**config.mk**
```make
export PLATFORM = sky130hd
export DESIGN_NAME = reg_xfer_ctrl_flat
export DESIGN_NICKNAME = d
export VERILOG_FILES = /design/src/rtl/reg_xfer_pkg.sv /design/src/rtl/reg_xfer_ctrl_if.sv /design/src/rtl/reg_xfer_ctrl_rr_arb2.sv /design/src/rtl/reg_xfer_ctrl.sv /design/src/flat_wrapper.sv
export SDC_FILE = /design/constraint.sdc
export NUM_CORES = 1
export LEC_CHECK = 0
export ABC_AREA = 1
export BUFFER_PORTS_ARGS = -buffer_cell sky130_fd_sc_hd__clkbuf_2
export CORE_ASPECT_RATIO = 0.8
export CORE_MARGIN = 5
export CORE_UTILIZATION = 48
export DETAILED_ROUTE_END_ITERATION = 7
export PLACE_DENSITY = 0.75
export SYNTH_ARGS = -nofsm -noshare
export SYNTH_HDL_FRONTEND = slang
export SYNTH_SLANG_ARGS = --single-unit
```
**constraint.sdc**
```tcl
create_clock -name clk -period 1.3 [get_ports clk]
set_input_delay 0.195 -clock clk [delete_from_list [all_inputs] [get_ports clk]]
set_output_delay 0.195 -clock clk [all_outputs]
set_load 0.01 [all_outputs]
```
**src/rtl/reg_xfer_pkg.sv**
```systemverilog
// Shared types and constants for the register-to-register transfer sequencer.
// Imported by the arbiter and the sequencer top.
package reg_xfer_pkg;

    typedef enum logic [2:0] {
        IDLE,
        DRIVE,
        LATCH,
        HOLD,
        ERR
    } state_t;

    localparam int NREG_DEFAULT = 8;
    localparam int NPORT        = 2;

endpackage

```
**src/rtl/reg_xfer_ctrl_if.sv**
```systemverilog
// Requester/register-bank signal bundle for reg_xfer_ctrl.
// The master side is the requester; the slave side is the sequencer.
interface reg_xfer_ctrl_if
    import reg_xfer_pkg::*;
#(
    parameter int NREG  = NREG_DEFAULT,
    parameter int SEL_W = $clog2(NREG)
);
    logic [NPORT-1:0] req_valid;
    logic [SEL_W-1:0] req_src0;
    logic [SEL_W-1:0] req_dst0;
    logic [SEL_W-1:0] req_src1;
    logic [SEL_W-1:0] req_dst1;
    logic [NPORT-1:0] req_ready;
    logic [NREG-1:0]  oen;
    logic [NREG-1:0]  cp;
    logic             busy;
    logic [NPORT-1:0] done;
    logic [NPORT-1:0] err;

    modport master (
        output req_valid, req_src0, req_dst0, req_src1, req_dst1,
        input  req_ready, oen, cp, busy, done, err
    );

    modport slave (
        input  req_valid, req_src0, req_dst0, req_src1, req_dst1,
        output req_ready, oen, cp, busy, done, err
    );
endinterface

```
**src/rtl/reg_xfer_ctrl_rr_arb2.sv**
```systemverilog
// Two-requester round-robin arbiter; grant is combinational, the last-grant
// pointer advances only when a granted request is actually accepted.
module rr_arb2
    import reg_xfer_pkg::*;
(
    input  logic             clk,
    input  logic             rst,
    input  logic [NPORT-1:0] i_req,
    input  logic             i_accept,
    output logic [NPORT-1:0] o_grant
);
    logic r_last;

    always_comb begin
        if (i_req == 2'b11) begin
            o_grant = r_last ? 2'b01 : 2'b10;
        end else begin
            o_grant = i_req;
        end
    end

    // Reset as if port 1 went last so port 0 wins the first contention.
    always_ff @(posedge clk) begin
        if (rst) begin
            r_last <= 1'b1;
        end else if (i_accept) begin
            r_last <= o_grant[1];
        end
    end
endmodule

```
**src/rtl/reg_xfer_ctrl.sv**
```systemverilog
// Sequences bus transfers between 74xx374-style registers: enables the source
// for DRIVE/LATCH/HOLD and pulses the destination load clock during LATCH.
module reg_xfer_ctrl
    import reg_xfer_pkg::*;
#(
    parameter int NREG  = NREG_DEFAULT,
    parameter int SEL_W = $clog2(NREG)
) (
    input  logic           clk,
    input  logic           rst,
    reg_xfer_ctrl_if.slave bus
);
    localparam logic [SEL_W:0] NREG_W = (SEL_W+1)'(NREG);

    state_t           r_state;
    logic [SEL_W-1:0] r_src;
    logic [SEL_W-1:0] r_dst;
    logic             r_port;
    logic [NREG-1:0]  r_oen;
    logic [NREG-1:0]  r_cp;
    logic             r_busy;
    logic [NPORT-1:0] r_done;
    logic [NPORT-1:0] r_err;

    logic [NPORT-1:0] w_grant;
    logic [NPORT-1:0] w_ready;
    logic             w_accept;
    logic             w_gport;
    logic [SEL_W-1:0] w_src;
    logic [SEL_W-1:0] w_dst;
    logic             w_legal;

    rr_arb2 u_arb (
        .clk      (clk),
        .rst      (rst),
        .i_req    (bus.req_valid),
        .i_accept (w_accept),
        .o_grant  (w_grant)
    );

    // Ready depends only on state and arbitration, never on the select fields.
    assign w_ready  = (r_state == IDLE && !rst) ? w_grant : '0;
    assign w_accept = |(bus.req_valid & w_ready);
    assign w_gport  = w_grant[1];
    assign w_src    = w_gport ? bus.req_src1 : bus.req_src0;
    assign w_dst    = w_gport ? bus.req_dst1 : bus.req_dst0;
    assign w_legal  = ({1'b0, w_src} < NREG_W) && ({1'b0, w_dst} < NREG_W)
                      && (w_src != w_dst);

    always_ff @(posedge clk) begin
        if (rst) begin
            r_state <= IDLE;
            r_src   <= '0;
            r_dst   <= '0;
            r_port  <= 1'b0;
            r_oen   <= '1;
            r_cp    <= '0;
            r_busy  <= 1'b0;
            r_done  <= '0;
            r_err   <= '0;
        end else begin
            r_done <= '0;
            r_err  <= '0;
            case (r_state)
                IDLE: begin
                    if (w_accept) begin
                        r_src  <= w_src;
                        r_dst  <= w_dst;
                        r_port <= w_gport;
                        r_busy <= 1'b1;
                        if (w_legal) begin
                            r_state <= DRIVE;
                            r_oen   <= ~(NREG'(1) << w_src);
                        end else begin
                            r_state <= ERR;
                            r_err   <= w_grant;
                        end
                    end
                end
                DRIVE: begin
                    r_state <= LATCH;
                    r_oen   <= ~(NREG'(1) << r_src);
                    r_cp    <= NREG'(1) << r_dst;
                end
                LATCH: begin
                    r_state <= HOLD;
                    r_cp    <= '0;
                    r_done  <= {r_port, ~r_port};
                end
                HOLD: begin
                    r_state <= IDLE;
                    r_oen   <= '1;
                    r_busy  <= 1'b0;
                end
                ERR: begin
                    r_state <= IDLE;
                    r_busy  <= 1'b0;
                end
                default: begin
                    r_state <= IDLE;
                    r_oen   <= '1;
                    r_cp    <= '0;
                    r_busy  <= 1'b0;
                end
            endcase
        end
    end

    assign bus.req_ready = w_ready;
    assign bus.oen       = r_oen;
    assign bus.cp        = r_cp;
    assign bus.busy      = r_busy;
    assign bus.done      = r_done;
    assign bus.err       = r_err;
endmodule

```
**src/flat_wrapper.sv**
```systemverilog
// flat-port wrapper written by rule: the top's interface ports become plain ports
module reg_xfer_ctrl_flat import reg_xfer_pkg::*;
#(
    parameter int NREG  = NREG_DEFAULT,
    parameter int SEL_W = $clog2(NREG)
)
  (clk, rst, bus_req_valid, bus_req_src0, bus_req_dst0, bus_req_src1, bus_req_dst1, bus_req_ready, bus_oen, bus_cp, bus_busy, bus_done, bus_err);
  reg_xfer_ctrl_if #(.NREG(NREG), .SEL_W(SEL_W)) bus_i ();
  input  logic clk;
  input  logic rst;
  input wire logic [$bits(bus_i.req_valid)-1:0] bus_req_valid;
  input wire logic [$bits(bus_i.req_src0)-1:0] bus_req_src0;
  input wire logic [$bits(bus_i.req_dst0)-1:0] bus_req_dst0;
  input wire logic [$bits(bus_i.req_src1)-1:0] bus_req_src1;
  input wire logic [$bits(bus_i.req_dst1)-1:0] bus_req_dst1;
  output wire logic [$bits(bus_i.req_ready)-1:0] bus_req_ready;
  output wire logic [$bits(bus_i.oen)-1:0] bus_oen;
  output wire logic [$bits(bus_i.cp)-1:0] bus_cp;
  output wire logic [$bits(bus_i.busy)-1:0] bus_busy;
  output wire logic [$bits(bus_i.done)-1:0] bus_done;
  output wire logic [$bits(bus_i.err)-1:0] bus_err;
  assign bus_i.req_valid = bus_req_valid;
  assign bus_i.req_src0 = bus_req_src0;
  assign bus_i.req_dst0 = bus_req_dst0;
  assign bus_i.req_src1 = bus_req_src1;
  assign bus_i.req_dst1 = bus_req_dst1;
  assign bus_req_ready = bus_i.req_ready;
  assign bus_oen = bus_i.oen;
  assign bus_cp = bus_i.cp;
  assign bus_busy = bus_i.busy;
  assign bus_done = bus_i.done;
  assign bus_err = bus_i.err;
  reg_xfer_ctrl #(.NREG(NREG), .SEL_W(SEL_W)) u_core (.clk(clk), .rst(rst), .bus(bus_i));
endmodule
```
==> reports/results.tsv, run 1 <==
metric	value	unit
Die ar.	4880	um^2
Clock Latency Late Sink	0.28	ns
via count	1951	
Seq/Total Area, Yosys	0.373	
Ys Warns	0	
first-pass GRT wire length	8.22	mm
syn_nets	268	
Tmin final	1.53	ns
clk root buf	clkbuf_8	
number of max-cap violations	0	
setup slack at placement	-0.150	ns
status	finished with violations	
post-detail-place hpwl	3.24	mm
post-route ant nets	0	
# diodes	0	
leakage dissipation	1.24	nW
final net count	347	
FF+latch count, synth	32	
endpoints failing setup	21	
# IOs	39	
vias per inst	5.23	
CTS clock-pin slew for the worst setup and hold paths	0.06	ns
Max Fclk	0.656	GHz
Longest Clk Path Bufs	2	
Synth Flop Type	dfxtp_1	
remaining global-route overflow	0	
Pwr Density	2040	nW/um^2
failing checks	negative setup slack	
# DRC	0	
Final Util	0.738	
GRT Util Overall	0.203	
DP Area	2170	um^2
clock power share	0.158	
routability cong.	0.822	
start point of the critical path	u_core.r_state[1]	
Iter 0 DRT Violations	117	
Worst R2R Start	u_core.u_arb.r_last	
Max FO, Critical Path	3	
Worst Path Arrival	1.33	ns
Die X	76.9	um
Mapped Area	1720	um^2
Setup crit end kind	output port	
Clock Sinks	32	
internal power	2.96	mW
syn avg cell area	6.82	um^2
Critical Path Sink	bus_req_ready[0]	
die height	63.5	um
flop2flop setup slack	-0.19	ns
Worst R2R End	u_core.bus.oen[7]	
vias in the first global route	1882	
nature of the critical path startpoint	register	
H-Tree Depth	2	
WL/cell	12.5	um
design area	2540	um^2
initial antenna violation count	0	
cts hold-fix bufs	0	
most common cell after layout, fill and taps aside	nand2_1	
commonest non-fill, non-tap cells in the layout	nand2_1, clkbuf_2, buf_4, dfxtp_1, inv_1	
fin crit share	1.17	
FP Rows	19	
largest net degree at the start of global routing	15	
Flop pwr share	0.260	
Num CTS Buffers	5	
worst vdd ir	0.00129	V
share of cells above drive strength 1	0.414	
Syn Inst Count	252	
Core Region	3450	um^2
switching share of power	0.428	
net switching power	2.22	mW
synth unique cells	25	
Setup CP Type	reg2out	
HP Class	in2reg	
initial core utilization	0.498	
Comb pwr share	0.582	
Post-Route WL	4.67	mm
Async S/R FF share, synth	0	
area growth from synthesis to layout	48.1	%
RSZ-0062 raised after global routing	yes	
r2r worst-path depth	10	
WHS Path Cells	3	
Critical Path RT	1.11	ns
Max Slew Vio Count	0	
Slew HR	0.699	
Final Hold Viols	0	
EDFF count, synth	0	
Final Worst Setup Slack	-0.225	ns
CTS tree	built	
TritonRoute pass-1 iters	4	
Buffers on Ports	38	
final setup skew	0.00749	ns
Slew @ Worst Pin	0.451	ns
## flip-flops by register name (all words and copies together), names as in the netlist
register / cells
u_core.r_dst: 3
u_core.u_arb.r_last: 1
u_core.r_state: 3
u_core.bus.done: 2
u_core.r_port: 1
u_core.r_src: 3
u_core.bus.oen: 8
u_core.bus.cp: 8
u_core.bus.err: 2
u_core.bus.busy: 1
## kinds of logic after synthesis
kind of cell,count (synthesis),share of synthesized area
DFF,32,0.373
buffers and inverters,39,0.101
and+or+nand+nor,140,0.403
AOI/OAI and AO/OA,41,0.123
## Yosys cell counts, types with 2 or more instances
cell | instances | share of area
inv_2 | 3 | 0.0066
nand2_2 | 11 | 0.040
nand2_1 | 73 | 0.16
nor3_1 | 3 | 0.0087
inv_1 | 29 | 0.063
nor2_2 | 3 | 0.011
nand3b_1 | 5 | 0.022
o21ai_0 | 21 | 0.061
a21oi_1 | 16 | 0.047
clkbuf_1 | 2 | 0.0044
buf_6 | 2 | 0.013
nand4_1 | 16 | 0.058
nand3_1 | 18 | 0.052
o21ai_1 | 2 | 0.0058
dfxtp_1 | 32 | 0.37
nor2_1 | 7 | 0.015
## routing by layer
metal	track usage	wire, um	vias up
met2	0.334	2200	62
met1	0.261	2130	886
met5	0	0	-
met4	0.0611	68	0
met3	0.0499	272	10
li1	-	-	993
## layout make-up
cell class	instances	area, um^2
clock buffer	7	96.3
timing repair buffer	77	542
sequential	32	647
inverter	32	130
fill	279	903
tap	42	52.6
multi-input combinational	183	1080
## power by group through the flow
stage | clock, mW | combinational [mW] | sequential [mW]
finish | 0.819 | 3.01 | 1.35
global route | 0.881 | 3.38 | 1.38
CTS | 0.832 | 2.71 | 1.33
detailed placement | 0 | 2.51 | 1.34
global placement | 0 | 2.45 | 1.33
floorplan | 0 | 1.62 | 1.38
## worst max-delay path: stages, from the launching register on
cell     delay, ns
dfxtp_2       0.33
nor2_4        0.13
nand2_4       0.08
nor2_4        0.14
nand3_2       0.10
inv_2         0.09
buf_6         0.10
buf_6         0.09
## repair_timing
| item | in CTS | in global routing |
|---|---|---|
| buffers inserted | 4 | 6 |
| gates cloned | 2 | 0 |
| setup endpoints to repair | 19 | 21 |
| gates resized for setup | 37 | 24 |
| pin swaps | 14 | 14 |
## how the worst min path moves through the flow
stage	start	to	slack, ns
global placement	u_core.r_port	u_core.bus.done[0]	0.41
CTS	rst	u_core.r_state[0]	0.33
global route	rst	u_core.r_state[1]	0.37
floorplan	rst	u_core.bus.cp[7]	0.26
detailed placement	u_core.r_port	u_core.bus.done[0]	0.41
finish	rst	u_core.r_state[0]	0.35
## through the flow
step	instances	setup TNS (ns)	hold WS, ns	power [mW]
after floorplan	252	-0.383	0.264	3.00
after global placement	356	-1.15	0.413	3.79
after detailed placement	356	-1.70	0.413	3.85
after CTS	369	-2.41	0.333	4.87
after global routing	373	-4.38	0.365	5.64
final	373	-2.41	0.346	5.18
(Power assumes the default switching activity.)
==> inputs of run 2 (changes only) <==
CORE_UTILIZATION = 53   (was 48)
PLACE_DENSITY = 0.79   (was 0.75)
clock period = 1.7 ns   (was 1.3 ns; I/O delays follow)
==> reports/results.tsv, run 2 (synthesized netlist as in run 1, its figures left out) <==
metric	value	unit	change
status	finished, final reports clean		was finished with violations
Worst Min Path Start	rst		unchanged
vias in the first global route	1464		was 1882
WL/cell	11.7	um	was 12.5 um
remaining global-route overflow	0		unchanged
r2r worst-path depth	9		was 10
fin crit share	0.940		
Core Region	3110	um^2	was 3450 um^2
RSZ-0062 raised after global routing	no		was yes
Buffers on Ports	38		unchanged
CTS clock-pin slew for the worst setup and hold paths	0.06	ns	about the same
Num CTS Buffers	5		unchanged
worst vdd ir	0.00103	V	was 0.00129 V
final-layout fill cell count	306		was 279
initial antenna violation count	0		unchanged
via count	1725		was 1951
FP Rows	18		was 19
GRT met3 Usage	0.0728		was 0.0499
Post-Route WL	3.92	mm	was 4.67 mm
critical-path cell list	nor2_2, nand2_2, nor2_2, nand3_1, inv_2, clkbuf_2		was nor2_4, nand2_4, nor2_4, nand3_2, inv_2, buf_6, buf_6
setup slack at placement	0.0875	ns	was -0.150 ns
area growth from synthesis to layout	18.6	%	was 48.1%
placed insts	329		was 356
Slowest-stage cell, CP	dfxtp_1		was dfxtp_2
Max Fclk	0.626	GHz	
Die ar.	4490	um^2	was 4880 um^2
start point of the critical path	u_core.r_state[0]		was u_core.r_state[1]
clock power share	0.169		was 0.158
CP max stage delay	0.32	ns	was 0.33 ns
TritonRoute pass-1 iters	5		was 4
post-detail-place hpwl	3.01	mm	was 3.24 mm
nature of the critical path startpoint	register		unchanged
GRT Max-Usage Layer	met2		unchanged
Slew @ Worst Pin	0.556	ns	was 0.451 ns
initial core utilization	0.553		was 0.498
post-route ant nets	0		unchanged
# IOs	39		unchanged
CP most frequent cell	nor2_2		
Clock Latency Late Sink	0.28	ns	about the same
Clock Sinks	32		unchanged
Die X	73.7	um	was 76.9 um
Flop pwr share	0.315		was 0.260
net switching power	1.45	mW	was 2.22 mW
Longest Clk Path Bufs	2		unchanged
most common cell after layout, fill and taps aside	nand2_1		unchanged
flop2flop setup slack	0.17	ns	was -0.19 ns
final net count	312		was 347
setup_tns	0	ns	was -2.41 ns
Critical Path RT	1.44	ns	was 1.11 ns
Max Slew Vio Count	0		unchanged
final setup skew	0.00540	ns	was 0.00749 ns
internal power	1.75	mW	was 2.96 mW
# diodes	0		unchanged
die height	60.9	um	was 63.5 um
clk root buf	clkbuf_8		unchanged
Final Util	0.655		was 0.738
H-Tree Depth	2		unchanged
Worst R2R Start	u_core.u_arb.r_last		unchanged
cts hold-fix bufs	0		unchanged
vias per inst	5.13		was 5.23
Iter 0 DRT Violations	85		was 117
Final Worst Setup Slack	0.102	ns	was -0.225 ns
post_cts resized	0		was 37
met2 Usage GRT	0.295		was 0.334
WHS Path Cells	4		was 3
Final Hold Viols	0		unchanged
Max FO, Critical Path	3		unchanged
Setup crit end kind	output port		unchanged
Overall Power	3.20	mW	was 5.18 mW
GRT Util Overall	0.188		was 0.203
Worst Path Arrival	1.34	ns	was 1.33 ns
CTS tree	built		unchanged
first-pass GRT wire length	6.36	mm	was 8.22 mm
switching share of power	0.452		was 0.428
Pwr Density	1570	nW/um^2	was 2040 nW/um^2
# DRC	0		unchanged
postcts setup bufs	0		was 4
Slew HR	0.627		was 0.699
Tmin final	1.60	ns	
Setup CP Type	reg2out		unchanged
endpoints failing setup	0		was 21
HP Class	in2reg		unchanged
met1 GRT Util	0.247		was 0.261
commonest non-fill, non-tap cells in the layout	nand2_1, clkbuf_2, dfxtp_1		was nand2_1, clkbuf_2, buf_4, dfxtp_1, inv_1
largest net degree at the start of global routing	15		unchanged
Layout Cells excl Fill	336		was 373
number of max-cap violations	0		unchanged
Comb pwr share	0.515		was 0.582
leakage dissipation	1.03	nW	was 1.24 nW
routability cong.	0.823		was 0.822
share of cells above drive strength 1	0.250		was 0.414
==> run 2: cell types whose count changed in the layout (fill, tap and decap cells not counted), sizes merged <==
cell,before,now
buf,41,6
clkbuf,43,44
nand4,18,17
nand2,86,85
clkinv,0,1
==> run 2: power by group through the flow <==
stage	sequential (mW)	clock [mW]	combinational (mW)
6_report	1.01	0.542	1.65
3_3_place_gp	1.02	0	1.61
4_1_cts	1.01	0.555	1.65
2_1_floorplan	1.05	0	1.22
3_5_place_dp	1.02	0	1.64
5_1_grt	1.03	0.594	1.89
==> run 2: worst max-delay path: cells and delay by family (launching register included) <==
kind	cells	cell delay, ns
AND/OR/NAND/NOR	4	0.49
buffers and inverters	2	0.26
flip-flops	1	0.32
==> run 2: final cells by class <==
type | instances | area, um^2 | share of cell area
timing repair buffer | 44 | 235 | 0.115
tap | 40 | 50.0 | 0.0246
clock buffer | 6 | 72.6 | 0.0356
multi-input combinational | 181 | 913 | 0.448
clock inverter | 1 | 5.00 | 0.00246
sequential | 32 | 641 | 0.314
inverter | 32 | 120 | 0.0590
==> run 2: path summary, 6_finish.rpt <==
| path | to |
|---|---|
| worst max register to register | u_core.r_dst[0] |
| worst max-delay path | bus_req_ready[0] |
| worst min-delay path | u_core.bus.err[1] |
| worst min register to register | u_core.bus.done[0] |
==> run 2: per-stage QoR <==
step / area [um^2] / hold slack (ns)
2_1_floorplan: 1720 / 0.324
3_3_place_gp: 1950 / 0.411
3_5_place_dp: 1950 / 0.421
4_1_cts: 2030 / 0.296
5_1_grt: 2040 / 0.325
6_report: 2040 / 0.299
==> run 2: routing by layer <==
| metal | up-vias | wire length (um) |
|---|---|---|
| met5 | - | 0 |
| met4 | 0 | 17 |
| met3 | 4 | 266 |
| met2 | 61 | 1770 |
| met1 | 751 | 1860 |
| li1 | 909 | - |
==> inputs of run 3 (changes only) <==
PLACE_DENSITY = 0.77   (was 0.79)
==> reports/results.tsv, run 3 (synthesized netlist as in run 1, its figures left out) <==
metric	value	unit	change
Register Area	641	um^2	unchanged
Slew HR	0.624		was 0.627
routability cong.	0.840		was 0.823
largest delay contributor family on the critical path	simple AND/OR/NAND/NOR gates		unchanged
# DRC	0		unchanged
area growth from synthesis to layout	22.4	%	was 18.6%
Setup crit end kind	output port		unchanged
final setup skew	0.00770	ns	was 0.00540 ns
vias per inst	5.04		was 5.13
status	finished, final reports clean		unchanged
Num CTS Buffers	5		unchanged
number of max-cap violations	0		unchanged
WP buf/inv	2		unchanged
nature of the critical path startpoint	register		unchanged
Iter 0 DRT Violations	98		was 85
switching share of power	0.431		was 0.452
critical-path cell list	nor2_2, nand2_2, nor2_2, nand3_2, inv_2, clkbuf_2		was nor2_2, nand2_2, nor2_2, nand3_1, inv_2, clkbuf_2
endpoints failing setup	0		unchanged
commonest non-fill, non-tap cells in the layout	nand2_1, clkbuf_2, dfxtp_1		unchanged
setup_tns	0	ns	unchanged
Die X	73.7	um	unchanged
clk root buf	clkbuf_8		unchanged
initial core utilization	0.553		unchanged
net switching power	1.45	mW	about the same
Flop pwr share	0.300		was 0.315
share of cells above drive strength 1	0.267		was 0.250
TritonRoute pass-1 iters	4		was 5
Slew @ Worst Pin	0.560	ns	was 0.556 ns
largest net degree at the start of global routing	15		unchanged
via count	1712		was 1725
RSZ-0062 raised after global routing	yes		was no
Die ar.	4490	um^2	unchanged
CTS tree	built		unchanged
Layout Cells excl Fill	340		was 336
Post-Route WL	3.85	mm	was 3.92 mm
Buffers on Ports	38		unchanged
CTS clock-pin slew for the worst setup and hold paths	0.07	ns	was 0.06 ns
internal power	1.92	mW	was 1.75 mW
Core Region	3110	um^2	unchanged
Pwr Density	1600	nW/um^2	was 1570 nW/um^2
Longest Clk Path Bufs	2		unchanged
die height	60.9	um	unchanged
leakage dissipation	1.06	nW	was 1.03 nW
CP max stage delay	0.33	ns	was 0.32 ns
# IOs	39		unchanged
FP Rows	18		unchanged
Slowest-stage cell, CP	dfxtp_1		unchanged
Max Slew Vio Count	0		unchanged
worst vdd ir	0.00102	V	was 0.00103 V
Critical Path RT	1.44	ns	about the same
Max FO, Critical Path	3		unchanged
Worst Path Arrival	1.34	ns	about the same
Final Hold Viols	0		unchanged
CP most frequent cell	nor2_2		unchanged
# diodes	0		unchanged
post-route ant nets	0		unchanged
first-pass GRT wire length	6.37	mm	was 6.36 mm
remaining global-route overflow	0		unchanged
fin crit share	0.940		about the same
final-layout fill cell count	283		was 306
Final Util	0.676		was 0.655
Clock Latency Late Sink	0.29	ns	was 0.28 ns
vias in the first global route	1487		was 1464
initial antenna violation count	0		unchanged
Max Fclk	0.626	GHz	about the same
clock power share	0.215		was 0.169
footprint of the multi-input gates	918	um^2	was 913 um^2
GRT Util Overall	0.183		was 0.188
Setup CP Type	reg2out		unchanged
WL/cell	11.3	um	was 11.7 um
Comb pwr share	0.485		was 0.515
placed insts	330		was 329
final net count	315		was 312
most common cell after layout, fill and taps aside	nand2_1		unchanged
HP Class	in2reg		unchanged
H-Tree Depth	2		unchanged
Tmin final	1.60	ns	about the same
post-detail-place hpwl	3.03	mm	was 3.01 mm
Clock Sinks	32		unchanged
## run 3: cell count changes in the layout (fill, tap and decap cells not counted)
cell,before,now
nand3_2,0,1
clkinvlp_4,0,1
bufinv_16,0,1
buf_4,6,8
nand3_1,18,17
buf_6,0,1
clkbuf_1,1,0
## run 3: timing repair
action                     in CTS  in global routing
setup buffers                   0                  2
hold buffers                    0                  0
setup endpoints to repair       0                 16
resized for setup               0                  5
## run 3: path summary, 6_finish.rpt
check                                          from                 end  slack (ns)  cells past startpoint
worst max register to register  u_core.u_arb.r_last   u_core.bus.oen[3]        0.15                     11
worst min register to register        u_core.r_port  u_core.bus.done[0]        0.43                      1
worst max-delay path              u_core.r_state[0]    bus_req_ready[0]        0.10                      6
worst min-delay path               bus_req_valid[0]   u_core.bus.err[0]        0.26                      3
## run 3: area by class of cell
cell class | instances | area share
multi-input combinational | 181 | 0.437
sequential | 32 | 0.305
timing repair buffer | 47 | 0.124
inverter | 32 | 0.0571
clock buffer | 5 | 0.0327
tap | 40 | 0.0238
clock inverter | 3 | 0.0202
## run 3: worst reg2reg max path, stage by stage, from the launching register on
cell and delay, ns:
dfxtp_1 0.38, nand2_2 0.10, nand2_4 0.15, buf_4 0.13
nand2_1 0.05, nand2_1 0.09, nand2_1 0.07, nand2_2 0.08
nand4_4 0.17, nand3_4 0.15, nand2_1 0.06, nand3_1 0.05
## run 3: through the flow
stage	power, mW	worst slack, ns	hold slack (ns)	instance area, um^2
floorplan	2.27	0.311	0.324	1720
finish	3.37	0.101	0.256	2100
global placement	2.64	0.116	0.410	1960
detailed placement	2.65	0.0838	0.418	1960
global route	3.70	-0.0311	0.274	2100
CTS	3.37	0.0577	0.281	2070
## run 3: metal layers
metal	share of wire	up-vias	GRT usage
met4	0.0070	0	0.0543
met1	0.48	748	0.244
met3	0.062	4	0.0596
met2	0.45	41	0.285
li1	-	919	-
met5	0	-	0
## run 3: power by group through the flow
stage | Clock (mW) | Sequential (mW) | Combinational, mW
after detailed placement | 0 | 1.03 | 1.62
after global placement | 0 | 1.02 | 1.62
after floorplan | 0 | 1.05 | 1.22
after global routing | 0.778 | 1.03 | 1.89
after CTS | 0.735 | 1.01 | 1.63
final | 0.726 | 1.01 | 1.64
